==> config.mk <==
export PLATFORM = sky130hd
export DESIGN_NAME = imem_loader_flat
export DESIGN_NICKNAME = d
export VERILOG_FILES = /design/src/rtl/loader_pkg.sv /design/src/rtl/imem_loader_if.sv /design/src/rtl/loader_word_assembler.sv /design/src/rtl/imem_loader.sv /design/src/flat_wrapper.sv
export SDC_FILE = /design/constraint.sdc
export NUM_CORES = 1
export LEC_CHECK = 0
export CAP_MARGIN = 20
export CORE_ASPECT_RATIO = 1.5
export CORE_UTILIZATION = 40
export DETAILED_ROUTE_END_ITERATION = 7
export MAX_ROUTING_LAYER = met4
export SLEW_MARGIN = 20
export SYNTH_ARGS = -nofsm -noshare
export SYNTH_HDL_FRONTEND = slang
export SYNTH_SLANG_ARGS = --single-unit
==> constraint.sdc <==
create_clock -name clk -period 2.7 [get_ports clk]
set_input_delay 0.81 -clock clk [delete_from_list [all_inputs] [get_ports clk]]
set_output_delay 0.81 -clock clk [all_outputs]
set_load 0.005 [all_outputs]
==> src/rtl/loader_pkg.sv <==
// Shared types and constants for the instruction-memory byte-stream loader.
package loader_pkg;

    typedef enum logic [2:0] {
        SYNC,
        LEN_LO,
        LEN_HI,
        DATA,
        CHECK,
        DONE,
        ERROR
    } loader_state_t;

    localparam logic [7:0]  SYNC_BYTE = 8'hA5;
    localparam int unsigned LANES     = 4;
    localparam int unsigned BYTE_W    = 8;
    localparam int unsigned WORD_W    = BYTE_W * LANES;
    localparam int unsigned LEN_W     = 16;

    // States during which a frame is being received and the idle timeout runs.
    function automatic logic in_frame(input loader_state_t s);
        return (s == LEN_LO) || (s == LEN_HI) || (s == DATA) || (s == CHECK);
    endfunction

endpackage

==> src/rtl/imem_loader_if.sv <==
// Byte-stream input handshake plus instruction-memory write port of the loader.
interface imem_loader_if
    import loader_pkg::*;
#(
    parameter int unsigned ADDR_WIDTH = 10
) ();

    logic                  rx_valid;
    logic [BYTE_W-1:0]     rx_data;
    logic                  rx_ready;
    logic                  imem_we;
    logic [ADDR_WIDTH-1:0] imem_addr;
    logic [WORD_W-1:0]     imem_wdata;

    // master: byte source / memory observer; slave: the loader itself
    modport master (
        output rx_valid, rx_data,
        input  rx_ready, imem_we, imem_addr, imem_wdata
    );

    modport slave (
        input  rx_valid, rx_data,
        output rx_ready, imem_we, imem_addr, imem_wdata
    );

endinterface

==> src/rtl/loader_word_assembler.sv <==
// Packs accepted bytes LSB-first into 32-bit words and pulses word_valid
// the cycle after the fourth byte of each word.
module loader_word_assembler
    import loader_pkg::*;
(
    input  logic              clk,
    input  logic              reset_n,
    input  logic              clear,
    input  logic              byte_valid,
    input  logic [BYTE_W-1:0] byte_data,
    output logic              word_done_c,
    output logic              word_valid,
    output logic [WORD_W-1:0] word
);

    localparam int unsigned LANE_W = $clog2(LANES);

    logic [LANE_W-1:0] lane;

    assign word_done_c = byte_valid && (lane == LANE_W'(LANES - 1));

    // New bytes enter at the top so the first byte ends up in bits [7:0].
    always_ff @(posedge clk or negedge reset_n) begin
        if (!reset_n) begin
            lane       <= '0;
            word_valid <= 1'b0;
            word       <= '0;
        end else begin
            word_valid <= word_done_c;
            if (clear) begin
                lane <= '0;
            end else if (byte_valid) begin
                lane <= lane + LANE_W'(1);
                word <= {byte_data, word[WORD_W-1:BYTE_W]};
            end
        end
    end

endmodule

==> src/rtl/imem_loader.sv <==
// Framed byte-stream program loader: writes words into instruction memory and
// holds the core in reset until a frame completes. Define LOADER_CHECKSUM_EN to
// require a trailing XOR checksum byte after the payload.
module imem_loader
    import loader_pkg::*;
#(
    parameter int unsigned ADDR_WIDTH     = 10,
    parameter int unsigned TIMEOUT_CYCLES = 100000
) (
    input  logic         clk,
    input  logic         reset_n,
    imem_loader_if.slave bus,
    output logic         cpu_reset_n,
    output logic         busy,
    output logic         done,
    output logic         error
);

    localparam int unsigned CNT_W     = $clog2(TIMEOUT_CYCLES + 1);
    localparam logic [CNT_W-1:0] CNT_LAST = CNT_W'(TIMEOUT_CYCLES - 1);
    localparam logic [31:0] MAX_WORDS = 32'(1) << ADDR_WIDTH;

`ifdef LOADER_CHECKSUM_EN
    localparam bit CHK_EN = 1'b1;
`else
    localparam bit CHK_EN = 1'b0;
`endif

    loader_state_t         state, state_d;
    logic [LEN_W-1:0]      len_q, len_d;
    logic [ADDR_WIDTH-1:0] addr_q, addr_d;
    logic [CNT_W-1:0]      cnt_q, cnt_d;
    logic [BYTE_W-1:0]     chk_q, chk_d;
    logic                  rx_ready_q, rx_ready_d;
    logic                  busy_d, done_d, error_d, cpu_reset_n_d;

    logic                  hs_c;
    logic                  asm_clear_c;
    logic                  asm_valid_c;
    logic                  word_done_c;
    logic                  word_valid;
    logic [WORD_W-1:0]     word;
    logic [LEN_W-1:0]      n_c;
    logic                  last_word_c;

    assign hs_c        = bus.rx_valid && rx_ready_q;
    assign n_c         = {bus.rx_data, len_q[BYTE_W-1:0]};
    assign last_word_c = (32'(addr_q) + 32'd1) == 32'(len_q);

    assign bus.rx_ready   = rx_ready_q;
    assign bus.imem_we    = word_valid;
    assign bus.imem_addr  = addr_q;
    assign bus.imem_wdata = word;

    loader_word_assembler u_asm (
        .clk         (clk),
        .reset_n     (reset_n),
        .clear       (asm_clear_c),
        .byte_valid  (asm_valid_c),
        .byte_data   (bus.rx_data),
        .word_done_c (word_done_c),
        .word_valid  (word_valid),
        .word        (word)
    );

    // State and registered outputs.
    always_ff @(posedge clk or negedge reset_n) begin
        if (!reset_n) begin
            state       <= SYNC;
            len_q       <= '0;
            addr_q      <= '0;
            cnt_q       <= '0;
            chk_q       <= '0;
            rx_ready_q  <= 1'b1;
            busy        <= 1'b0;
            done        <= 1'b0;
            error       <= 1'b0;
            cpu_reset_n <= 1'b0;
        end else begin
            state       <= state_d;
            len_q       <= len_d;
            addr_q      <= addr_d;
            cnt_q       <= cnt_d;
            chk_q       <= chk_d;
            rx_ready_q  <= rx_ready_d;
            busy        <= busy_d;
            done        <= done_d;
            error       <= error_d;
            cpu_reset_n <= cpu_reset_n_d;
        end
    end

    // Next-state and next-output logic; status outputs follow the next state
    // so they change on the same edge as the state itself.
    always_comb begin
        state_d     = state;
        len_d       = len_q;
        addr_d      = addr_q;
        chk_d       = chk_q;
        asm_clear_c = 1'b0;
        asm_valid_c = 1'b0;
        cnt_d       = (in_frame(state) && !hs_c) ? cnt_q + CNT_W'(1) : '0;

        case (state)
            SYNC, DONE, ERROR: begin
                if (hs_c && (bus.rx_data == SYNC_BYTE)) begin
                    state_d     = LEN_LO;
                    len_d       = '0;
                    addr_d      = '0;
                    chk_d       = '0;
                    asm_clear_c = 1'b1;
                end
            end
            LEN_LO: begin
                if (hs_c) begin
                    len_d   = LEN_W'(bus.rx_data);
                    chk_d   = chk_q ^ bus.rx_data;
                    state_d = LEN_HI;
                end
            end
            LEN_HI: begin
                if (hs_c) begin
                    len_d = n_c;
                    chk_d = chk_q ^ bus.rx_data;
                    if (n_c == '0) begin
                        state_d = CHK_EN ? CHECK : DONE;
                    end else if (32'(n_c) > MAX_WORDS) begin
                        state_d = ERROR;
                    end else begin
                        state_d = DATA;
                    end
                end
            end
            DATA: begin
                asm_valid_c = hs_c;
                if (hs_c) begin
                    chk_d = chk_q ^ bus.rx_data;
                end
                if (word_valid) begin
                    addr_d = addr_q + ADDR_WIDTH'(1);
                    if (last_word_c) begin
                        state_d = CHK_EN ? CHECK : DONE;
                    end
                end
            end
            CHECK: begin
                if (hs_c) begin
                    state_d = (bus.rx_data == chk_q) ? DONE : ERROR;
                end
            end
            default: begin
                state_d = SYNC;
            end
        endcase

        if (in_frame(state) && !hs_c && (cnt_q == CNT_LAST)) begin
            state_d = ERROR;
        end

        // The cycle of each memory write is the only one that refuses bytes.
        rx_ready_d    = !word_done_c;
        busy_d        = in_frame(state_d);
        done_d        = (state_d == DONE);
        error_d       = (state_d == ERROR);
        cpu_reset_n_d = (state_d == DONE);
    end

endmodule

==> src/flat_wrapper.sv <==
// flat-port wrapper written by rule: the top's interface ports become plain ports
module imem_loader_flat import loader_pkg::*;
#(
    parameter int unsigned ADDR_WIDTH     = 10,
    parameter int unsigned TIMEOUT_CYCLES = 100000
)
  (clk, reset_n, cpu_reset_n, busy, done, error, bus_rx_valid, bus_rx_data, bus_rx_ready, bus_imem_we, bus_imem_addr, bus_imem_wdata);
  imem_loader_if #(.ADDR_WIDTH(ADDR_WIDTH)) bus_i ();
  input  logic clk;
  input  logic reset_n;
  output logic cpu_reset_n;
  output logic busy;
  output logic done;
  output logic error;
  input wire logic [$bits(bus_i.rx_valid)-1:0] bus_rx_valid;
  input wire logic [$bits(bus_i.rx_data)-1:0] bus_rx_data;
  output wire logic [$bits(bus_i.rx_ready)-1:0] bus_rx_ready;
  output wire logic [$bits(bus_i.imem_we)-1:0] bus_imem_we;
  output wire logic [$bits(bus_i.imem_addr)-1:0] bus_imem_addr;
  output wire logic [$bits(bus_i.imem_wdata)-1:0] bus_imem_wdata;
  assign bus_i.rx_valid = bus_rx_valid;
  assign bus_i.rx_data = bus_rx_data;
  assign bus_rx_ready = bus_i.rx_ready;
  assign bus_imem_we = bus_i.imem_we;
  assign bus_imem_addr = bus_i.imem_addr;
  assign bus_imem_wdata = bus_i.imem_wdata;
  imem_loader #(.ADDR_WIDTH(ADDR_WIDTH), .TIMEOUT_CYCLES(TIMEOUT_CYCLES)) u_core (.clk(clk), .reset_n(reset_n), .bus(bus_i), .cpu_reset_n(cpu_reset_n), .busy(busy), .done(done), .error(error));
endmodule
After elaboration in Yosys (flattened, before gate mapping):

Index checks and enable logic that the tools add are counted.

* reduce and logical (&&, ||, !) cells: 27
* bitwise logic cells: 3
* equality and inequality tests: 22
* muxes and demuxes: 27
* magnitude comparators: 1
* add/subtract/negate cells: 4

Operators with widths (number)
* 16-bit 2-to-1 mux: 3
* 16-bit case mux with 3 select lines: 1
* 32-bit by 16-bit equality test with 1-bit output: 1
* 3-bit 2-to-1 mux: 9
* 10-bit 2-to-1 mux: 2
* 10-bit case mux with 2 select lines: 1
* 3-bit equality test, second input constant: 6
* 17-bit by 1-bit adder with 17-bit output, second input constant: 1
* 17-bit equality test, second input constant: 1
* 17-bit 2-to-1 mux: 1
* 16-bit by 11-bit greater-than comparator with 1-bit output, second input constant: 1
* 16-bit zero test: 1
* 8-bit 2-to-1 mux: 2
* 8-bit case mux with 2 select lines: 1
* 3-bit case mux with 5 select lines: 1
* 3-bit by 2-bit equality test with 1-bit output, second input constant: 4
* 10-bit by 1-bit adder with 11-bit output, second input constant: 1
* 10-bit by 1-bit adder with 10-bit output, second input constant: 1
* 8-bit equality test: 1
* 8-bit equality test, second input constant: 1
* 2-bit by 1-bit != test with 1-bit output, second input constant: 4
* 4-bit AND reduction: 2
* 2-bit nonzero test: 4
* 8-bit bitwise XOR: 1
* other kinds (15): 33

* input port bits: 11
* register bits after elaboration: 93
* word-level logic and storage cells: 97

Logic depth before layout (Yosys ltp):

Gate-level depths: netlist of run 1.

* depth in word-level cells: 11
* depth in mapped cells: 9
* depth with buffers taken out: 8

By module:

Synthesis of run 1 repeated with hierarchy kept, for this count alone.

* cells, all modules: 472
* area, all modules: 4954.8 um^2

By module, submodules not included
* imem_loader: times used 1, sequential area each 1452.6 um^2, area each 3474.6 um^2, cells an instance 394
* loader_word_assembler: times used 1, sequential area each 875.8 um^2, area each 1480.2 um^2, cells an instance 78

Least setup slack after synthesis of run 1:

No wires, ideal clock.

* path kind: input port to flip-flop
* start: input bus_rx_data[6]
* end: register u_core.error
* setup slack: 0.099 ns
* data arrival time: 2.482 ns
* stages on the path: 7
* buffers on the path: 0
* required time: 2.581 ns
* setup time: 0.119 ns
* cells stage by stage: or3_4 > or3_4 > or4b_1 > nand3b_1 > o311ai_1 > o21bai_1 > and2_1

* elaborated cells on any way between the ends: 14
* those cells by class: order compare (1); eq/ne (3); mux (8); reduce/logical (2)

RTL lines
* start: declaration: line flat_wrapper.sv:16 `input wire logic [$bits(bus_i.rx_data)-1:0] bus_rx_data;`
* 8-bit equality test (tied with other cells): line imem_loader.sv:148 `state_d = (bus.rx_data == chk_q) ? DONE : ERROR;`
* 2-bit 2-to-1 mux (tied with other cells): line imem_loader.sv:148
* 3-bit 2-to-1 mux (on tied branches): line imem_loader.sv:147, imem_loader.sv:106, imem_loader.sv:122
* 3-bit case mux with 5 select lines (*): line imem_loader.sv:104 `case (state)`
* 3-bit 2-to-1 mux (*): line imem_loader.sv:156 `if (in_frame(state) && !hs_c && (cnt_q == CNT_LAST)) begin`
* net u_core.state_d[1]: line imem_loader.sv:29 `loader_state_t state, state_d;`
* 3-bit equality test (*): line imem_loader.sv:164 `error_d = (state_d == ERROR);`
* net u_core.error_d: line imem_loader.sv:35 `logic busy_d, done_d, error_d, cpu_reset_n_d;`
* end signal: assignment: line imem_loader.sv:88 `error <= error_d;`
* end: declaration: line imem_loader.sv:16 `output logic error`

Mark *: on every way through the listed nets, which the timed path passes. The rest lies on a longest branch.
A chain may end at the register's enable or synchronous reset.

Worst setup path in the final report of run 1:

* start: input bus_rx_data[4]
* end: register u_core.error

Same word-level chain as after synthesis.

==> results of run 1 <==
metrics by stage:
step	hold slack (ps)	cell area (um^2)
final	427	5930
after floorplan	451	4620
after global placement	463	5580
after global routing	467	5930
after detailed placement	474	5580
after CTS	443	5910
critical path, stage by stage:
cell and delay [ps]:
sky130_fd_sc_hd__dlygate4sd2_1 240, sky130_fd_sc_hd__or3_4 420, sky130_fd_sc_hd__or3_4 340, sky130_fd_sc_hd__or4b_1 520
sky130_fd_sc_hd__nand3b_1 100, sky130_fd_sc_hd__o311ai_1 100, sky130_fd_sc_hd__o21bai_1 180, sky130_fd_sc_hd__and2_1 170
layout make-up:
type	count	share of cell area (%)
well taps	147	3.10
clock inverters	3	1.16
multi-input cells	320	36.8
clock buffers	12	4.32
inverters	6	0.380
flip-flops and latches	93	39.3
repair buffers	96	15.0
routing by layer:
metal  global-route usage (%)  wire length (um)  vias to the layer above
li1                         -                 -                     1738
met3                     3.48               440                       17
met2                     32.6              5430                       89
met4                     9.20               259                        0
met5                        -                 0                        -
met1                     22.6              4550                     1720
power breakdown:
group / switching [mW] / leakage (nW) / total (mW) / internal, mW
registers: 0.154 / 1.24 / 1.71 / 1.55
clock network: 0.518 / 0.159 / 1.38 / 0.859
logic: 0.430 / 1.18 / 0.847 / 0.418
total: 1.10 / 2.58 / 3.93 / 2.83
kinds of logic after synthesis:
logic type | synth area share (%)
AO/OA/AOI/OAI | 12.5
XOR/XNOR | 7.78
adder cells (fa/ha/maj) | 1.03
buffers and inverters | 2.85
flip-flops | 50.4
multiplexers | 7.81
AND/OR/NAND/NOR | 17.6
cell usage after synthesis, types with 2 or more instances:
cell type,n
sky130_fd_sc_hd__and3_1,7
sky130_fd_sc_hd__o31ai_1,2
sky130_fd_sc_hd__a22o_1,8
sky130_fd_sc_hd__nand2_1,38
sky130_fd_sc_hd__nor2_1,41
sky130_fd_sc_hd__buf_4,3
sky130_fd_sc_hd__nand3b_1,2
sky130_fd_sc_hd__dfrtp_1,92
sky130_fd_sc_hd__xor2_1,22
sky130_fd_sc_hd__and2_1,2
sky130_fd_sc_hd__mux2_2,32
sky130_fd_sc_hd__buf_6,2
sky130_fd_sc_hd__inv_1,6
sky130_fd_sc_hd__or3_4,2
sky130_fd_sc_hd__nor4_1,5
sky130_fd_sc_hd__clkbuf_1,13
sky130_fd_sc_hd__o41ai_1,2
sky130_fd_sc_hd__o21ai_0,33
sky130_fd_sc_hd__o211ai_1,2
sky130_fd_sc_hd__nor3b_1,2
sky130_fd_sc_hd__nand3_1,19
sky130_fd_sc_hd__o2bb2ai_1,8
sky130_fd_sc_hd__o22ai_1,2
sky130_fd_sc_hd__a21oi_1,9
sky130_fd_sc_hd__nand2b_1,10
sky130_fd_sc_hd__nor3_1,9
sky130_fd_sc_hd__or3_1,4
sky130_fd_sc_hd__ha_1,3
sky130_fd_sc_hd__nand4_1,5
sky130_fd_sc_hd__and2b_1,2
sky130_fd_sc_hd__xnor2_1,19
sky130_fd_sc_hd__nor4b_1,2
sky130_fd_sc_hd__o21ai_1,3
sky130_fd_sc_hd__buf_2,2
sky130_fd_sc_hd__nand2_2,2
flip-flops by register name, summed over array words and instances (netlist names), 2 cells and up:
register,count
u_core.u_asm.word,32
u_core.u_asm.lane,2
u_core.chk_q,8
u_core.bus.imem_addr,10
u_core.cnt_q,17
u_core.state,3
u_core.len_q,16
path summary, 6_finish.rpt:
check / startpoint / to / slack [ps] / cells past startpoint
max in group asynchronous: reset_n / u_core.chk_q[0] / 1650 / 2
min in group clk: u_core.len_q[13] / u_core.len_q[13] / 490 / 2
setup reg to reg: u_core.bus.imem_addr[0] / u_core.busy / 180 / 7
hold reg to reg: u_core.len_q[13] / u_core.len_q[13] / 490 / 2
hold / removal: reset_n / u_core.u_asm.word[1] / 430 / 1
setup / recovery: bus_rx_data[4] / u_core.error / 40 / 8
what timing repair did:
item	4_1_cts	5_1_grt
endpoints found under the hold margin	0	0
gates resized for setup	5	6
setup buffers	1	0
pin swaps	4	2
setup endpoints to repair	18	8
==> PnR_summary.wiki, run 1 <==
{| class="wikitable"
! Metric !! Value
|-
| Result of the run || completed
|-
| Vias in the first global route || roughly 3600
|-
| Estimated wirelength of the detail-placed design || 7730 um
|-
| Post-place setup slack || -439 ps
|-
| DRC errors left || 0
|-
| Antenna cells || 0
|-
| Fmax achieved || 376 MHz
|-
| Routed length per placed instance || 15.8 um
|-
| Insertion delay of the later-clocked pin in the worst-skew pair || 340 ps
|-
| Area leader, netlist || sky130_fd_sc_hd__dfrtp_1
|-
| Count of vias placed by the detailed router || around 3600
|-
| Period Utilization, post-route || 98.6%
|-
| DRT antenna net count || 0
|-
| Row Count || 47
|-
| Total iterations of the first detailed-routing run || 4
|-
| Minimum period implied by the final worst setup slack || 2660 ps
|-
| Port bufs || 58
|-
| Type of element launching the critical path || input pin
|-
| Multi-input gate area in the final layout || 2180 um^2
|-
| Count of placed standard cells in the final layout, fillers left out || 677
|-
| Deepest clock path buffer count || 2
|-
| Number of hold violations in the final report || 0
|-
| Largest fanout on the critical path || 3
|-
| H-tree Lvls || 3
|-
| Clock tree root buffer cell || sky130_fd_sc_hd__clkbuf_16
|-
| TritonCTS clock tree || yes
|-
| Number of setup violations in the final report || 0
|-
| Fill cell instance count of the final layout || 1003
|-
| Layout Nets || 540
|-
| Worst Setup Path Type || input pin to flop
|-
| Sequential Area || around 2300 um^2
|-
| Initial antenna violation count || 0
|-
| Aggregate global-route resource usage || 19.4%
|-
| Endpoint kind of the worst setup timing path || flop
|-
| Yosys top cell area share || 49.9%
|-
| Top library cells by usage in the layout, fill and taps aside || sky130_fd_sc_hd__dfrtp_1 (92), sky130_fd_sc_hd__clkdlybuf4s50_1 (52), sky130_fd_sc_hd__nor2_1 (41)
|-
| Syn avg cell area || 10.5 um^2
|-
| Async SR Flop Fraction || 100%
|-
| Final critical-path setup slack || 38.6 ps
|-
| GRT Residual Overflow || 0
|-
| Number of enable-type register cells in the synthesized netlist || 0
|-
| Die Width || 89.7 um
|-
| Clock slew at the register clock pins of the worst setup and hold paths || 60 ps
|-
| Unrepaired setup endpoints after global routing || yes
|-
| Clock sink count || 93
|-
| Final Util || 53.4%
|-
| Syn Nets || 454
|-
| Die area || 12000 um^2
|-
| Data required, critical path || 2930 ps
|-
| Total CTS buffers || 9
|-
| Yosys warnings || 0
|-
| IO Count || between 50 and 60
|-
| Post-Synthesis Cells || 440
|-
| Fraction of final layout cells with drive strength greater than 1 || 19.1%
|-
| Max-cap violation count || 0
|-
| Number of instances in the placed design || around 660
|-
| Number of buffers inserted for hold repair after clock tree synthesis || 0
|-
| Max Clock Skew || 7.29 ps
|-
| Most frequently used flop master after synthesis || sky130_fd_sc_hd__dfrtp_1
|-
| DRT iter0 DRCs || 175
|-
| Area growth from synthesis to layout || 28.5%
|-
| Tot Pwr || 3.93 mW
|-
| Die span in y || roughly 130 um
|-
| Global-route wire length before repair || about 18000 um
|-
| Arrival @ worst endpoint || 2890 ps
|-
| Peak supply drop || around 0.00036 V
|-
| Largest net degree at the start of global routing || 42
|-
| Leakage power of the design || about 2.6 nW
|-
| Worst Tran Pin Value || 673 ps
|-
| Leading cell type in the layout, fill and taps excluded || sky130_fd_sc_hd__dfrtp_1
|-
| Flop and latch count out of synthesis || 93
|-
| Ratio of routed vias to standard cells || 5.26
|-
| Count of pins over their slew limit || 0
|-
| GP Congestion || about 0.85
|-
| Total negative setup slack || 0 ps
|-
| Power per standard cell area || 663 nW/um^2
|-
| Number of distinct library cells after synthesis || 60
|-
| Sequential fraction of the synthesis area || 50.4%
|-
| Hold/Removal Path Class || input pin to async pin
|-
| Effective utilization at floorplan || approximately 42%
|-
| Area of the placeable core || 11100 um^2
|-
| Sum of routed wire length over all layers || 10700 um
|-
| Max-slew headroom at the worst pin || 55.0%
|-
| Top cells by area in the synthesized netlist || sky130_fd_sc_hd__dfrtp_1 (50%), sky130_fd_sc_hd__mux2_2 (7.8%), sky130_fd_sc_hd__xor2_1 (4.2%), sky130_fd_sc_hd__xnor2_1 (3.6%), sky130_fd_sc_hd__o21ai_0 (3.6%)
|-
| Netlist area before placement || 4620 um^2
|}
No activity file was read; power rests on OpenSTA's default activity.
==> run 2: changes to the inputs <==
--- a/config.mk
+++ b/config.mk
@@ -7,6 +7,7 @@
 export LEC_CHECK = 0
 export CAP_MARGIN = 20
 export CORE_ASPECT_RATIO = 1.5
+export CORE_MARGIN = 3
 export CORE_UTILIZATION = 40
 export DETAILED_ROUTE_END_ITERATION = 7
 export MAX_ROUTING_LAYER = met4
==> run 2 against run 1 <==
Against the previous run:
- combinational power is 2% higher
- power is 0.98% higher
- global-route usage is 0.81 points lower
- sequential share of layout area is 0.22 points lower
- hold slack better by 63 ps
- largest cell class unchanged
==> PnR_summary.wiki, run 2 (synthesized netlist as in run 1, its figures left out) <==
{| class="wikitable"
! Metric !! Value
|-
| Die area || 12900 um^2 (+7.6%)
|-
| IO Count || 59 (unchanged)
|-
| Clock tree root buffer cell || sky130_fd_sc_hd__clkbuf_16
|-
| Power per standard cell area || 665 nW/um^2 (+0.41%)
|-
| Insertion delay of the later-clocked pin in the worst-skew pair || 340 ps (about the same)
|-
| Unrepaired setup endpoints after global routing || no
|-
| Vias in the first global route || 3731 (+2.9%)
|-
| Data required, critical path || 2930 ps (about the same)
|-
| GRT Residual Overflow || 0 (unchanged)
|-
| Count of vias placed by the detailed router || 3604 (+1.1%)
|-
| Worst Tran Pin Value || 644 ps (-29.0 ps)
|-
| Area of the placeable core || 11200 um^2 (+0.53%)
|-
| Total iterations of the first detailed-routing run || 4 (unchanged)
|-
| Worst Setup Path Type || input pin to flop
|-
| Reported net switching power || 1.17 mW (+6.1%)
|-
| Layout Nets || 542 (+0.37%)
|-
| Port bufs || 58 (unchanged)
|-
| H-tree Lvls || 3 (unchanged)
|-
| Endpoint kind of the worst setup timing path || flop
|-
| Sum of routed wire length over all layers || 11000 um (+3.1%)
|-
| Routed length per placed instance || 16.2 um (+2.6%)
|-
| Number of buffers inserted for hold repair after clock tree synthesis || 0 (unchanged)
|-
| Register share of total power || 43.1% (-0.3 points)
|-
| Largest fanout on the critical path || 8 (+5)
|-
| Initial antenna violation count || 0 (unchanged)
|-
| Leading cell type in the layout, fill and taps excluded || sky130_fd_sc_hd__dfrtp_1
|-
| Leakage power of the design || 2.58 nW (about the same)
|-
| Register with the highest flop count || u_core.u_asm.word
|-
| Registers with the highest flip-flop counts || u_core.u_asm.word: 32 flops, u_core.cnt_q: 17 flops, u_core.len_q: 16 flops
|-
| Sw Share || 29.4% (+1.4 points)
|-
| Aggregate global-route resource usage || 18.6% (-0.81 points)
|-
| Minimum period implied by the final worst setup slack || 2600 ps (-57.5 ps)
|-
| DRT antenna net count || 0 (unchanged)
|-
| Max-cap violation count || 0 (unchanged)
|-
| DRC errors left || 0 (unchanged)
|-
| Die span in y || 138 um (+3.0%)
|-
| Arrival @ worst endpoint || 2830 ps (-60 ps)
|-
| Flip-flop count of the largest register after layout || 32 (unchanged)
|-
| Met2 Resource Use GR || 31.6% (-1.0 points)
|-
| Deepest clock path buffer count || 2 (unchanged)
|-
| Die Width || 93.7 um (+4.5%)
|-
| Row Count || 47 (unchanged)
|-
| Area growth from synthesis to layout || 29.2%
|-
| GP Congestion || 0.864 (+1.2%)
|-
| Internal power of the cells || 2.80 mW (-1.0%)
|-
| Period Utilization, post-route || 96.4% (-2.1 points)
|-
| Total negative setup slack || 0 ps (unchanged)
|-
| Total CTS buffers || 9 (unchanged)
|-
| Number of hold violations in the final report || 0 (unchanged)
|-
| Part of the total power dissipated in the clock network || 35.3% (+0.3 points)
|-
| Global routing usage on met1 || 21.8% (-0.74 points)
|-
| TritonCTS clock tree || yes
|-
| Largest net degree at the start of global routing || 94 (+120%)
|-
| Type of element launching the critical path || input pin
|-
| Max Clock Skew || 7.37 ps (+0.0818 ps)
|-
| Max-slew headroom at the worst pin || 56.9% (+1.9 points)
|-
| Peak supply drop || 0.000477 V (+33%)
|-
| Combinational group share of total power || 21.7% (about the same)
|-
| Top library cells by usage in the layout, fill and taps aside || sky130_fd_sc_hd__dfrtp_1 (92), sky130_fd_sc_hd__clkdlybuf4s50_1 (51), sky130_fd_sc_hd__nor2_1 (41)
|-
| Result of the run || completed
|-
| Estimated wirelength of the detail-placed design || 7710 um (-0.28%)
|-
| Number of setup violations in the final report || 0 (unchanged)
|-
| Fill cell instance count of the final layout || 1030 (+2.7%)
|-
| Clock sink count || 93 (unchanged)
|-
| Fraction of final layout cells with drive strength greater than 1 || 20.5% (+1.4 points)
|-
| Antenna cells || 0 (unchanged)
|-
| DRT iter0 DRCs || 137 (-22%)
|-
| Global-route wire length before repair || 18500 um (+4.0%)
|-
| Effective utilization at floorplan || 41.3% (-0.22 points)
|-
| Global-route layer with the greatest usage || met2
|-
| Ratio of routed vias to standard cells || 5.30 (+0.68%)
|-
| Clock slew at the register clock pins of the worst setup and hold paths || 70 ps (about the same)
|-
| Fmax achieved || 384 MHz (+2.2%)
|-
| Met3 Use GR || 3.06% (-0.42 points)
|-
| Worst hold slack after final layout || 490 ps (+62.6 ps)
|-
| Count of pins over their slew limit || 0 (unchanged)
|-
| Hold/Removal Path Class || flop to flop
|}
run 2: final timing paths:
| path | startpoint | end | slack (ps) | cells after the start |
|---|---|---|---|---|
| min in group asynchronous | reset_n | u_core.u_asm.word[1] | 500 | 2 |
| worst min-delay path | u_core.len_q[13] | u_core.len_q[13] | 490 | 2 |
| max in group asynchronous | reset_n | u_core.bus.imem_addr[4] | 1800 | 2 |
| worst max register to register | u_core.bus.imem_addr[0] | u_core.error | 260 | 7 |
| worst min register to register | u_core.len_q[13] | u_core.len_q[13] | 490 | 2 |
| worst max-delay path | bus_rx_data[7] | u_core.len_q[6] | 100 | 7 |
run 2: cell type report:
type / count / area, um^2 / area share [%]
clock buffer: 9 / 225 / 3.78
clock inverter: 7 / 105 / 1.76
inverter: 6 / 22.5 / 0.378
multi-input combinational: 321 / 2210 / 37.0
sequential: 93 / 2330 / 39.0
tap: 147 / 184 / 3.08
timing repair buffer: 97 / 895 / 15.0
run 2: worst max-delay path, cell delays in order:
cell and delay, ps:
sky130_fd_sc_hd__clkdlybuf4s50_1 540, sky130_fd_sc_hd__nand3_1 170, sky130_fd_sc_hd__or4_4 550, sky130_fd_sc_hd__nor3_1 150, sky130_fd_sc_hd__a21oi_1 60, sky130_fd_sc_hd__o22a_2 280
sky130_fd_sc_hd__a22o_2 280
run 2: power groups by stage:
stage	Combinational [mW]	Sequential, mW	Clock, mW
after detailed placement	0.841	1.73	0
after CTS	0.859	1.71	1.43
after floorplan	0.538	1.69	0
after global placement	0.825	1.72	0
after global routing	0.959	1.74	1.48
final	0.860	1.71	1.40
run 2: what timing repair did:
action | 4_1_cts | 5_1_grt
buffers inserted | 0 | 2
pin swaps | 3 | 9
endpoints found under the setup margin | 19 | 21
resized for setup | 6 | 12
cloned | 0 | 1
run 2: metrics by stage:
stage | cell area, um^2 | instances | utilization [%] | worst slack, ps | power, mW
after floorplan | 4620 | 440 | - | 98.7 | 2.22
after global placement | 5580 | 661 | 49.9 | -422 | 2.55
after detailed placement | 5580 | 661 | 49.9 | -486 | 2.57
after CTS | 5920 | 677 | 52.9 | 7.16 | 4.00
after global routing | 5970 | 680 | 53.4 | 3.10 | 4.18
final | 5970 | 680 | 53.4 | 96.0 | 3.97
run 2: layer usage:
metal / up-vias / wire, um
met5: - / 0
met4: 0 / 257
met3: 18 / 398
met2: 91 / 5630
met1: 1751 / 4720
li1: 1744 / -
==> run 3: changes to the inputs <==
--- a/config.mk
+++ b/config.mk
@@ -5,7 +5,6 @@
 export SDC_FILE = /design/constraint.sdc
 export NUM_CORES = 1
 export LEC_CHECK = 0
-export CAP_MARGIN = 20
 export CORE_ASPECT_RATIO = 1.5
 export CORE_MARGIN = 3
 export CORE_UTILIZATION = 40
==> results of run 3 <==
Final layout, timing and power as in run 2 (identical DEF).
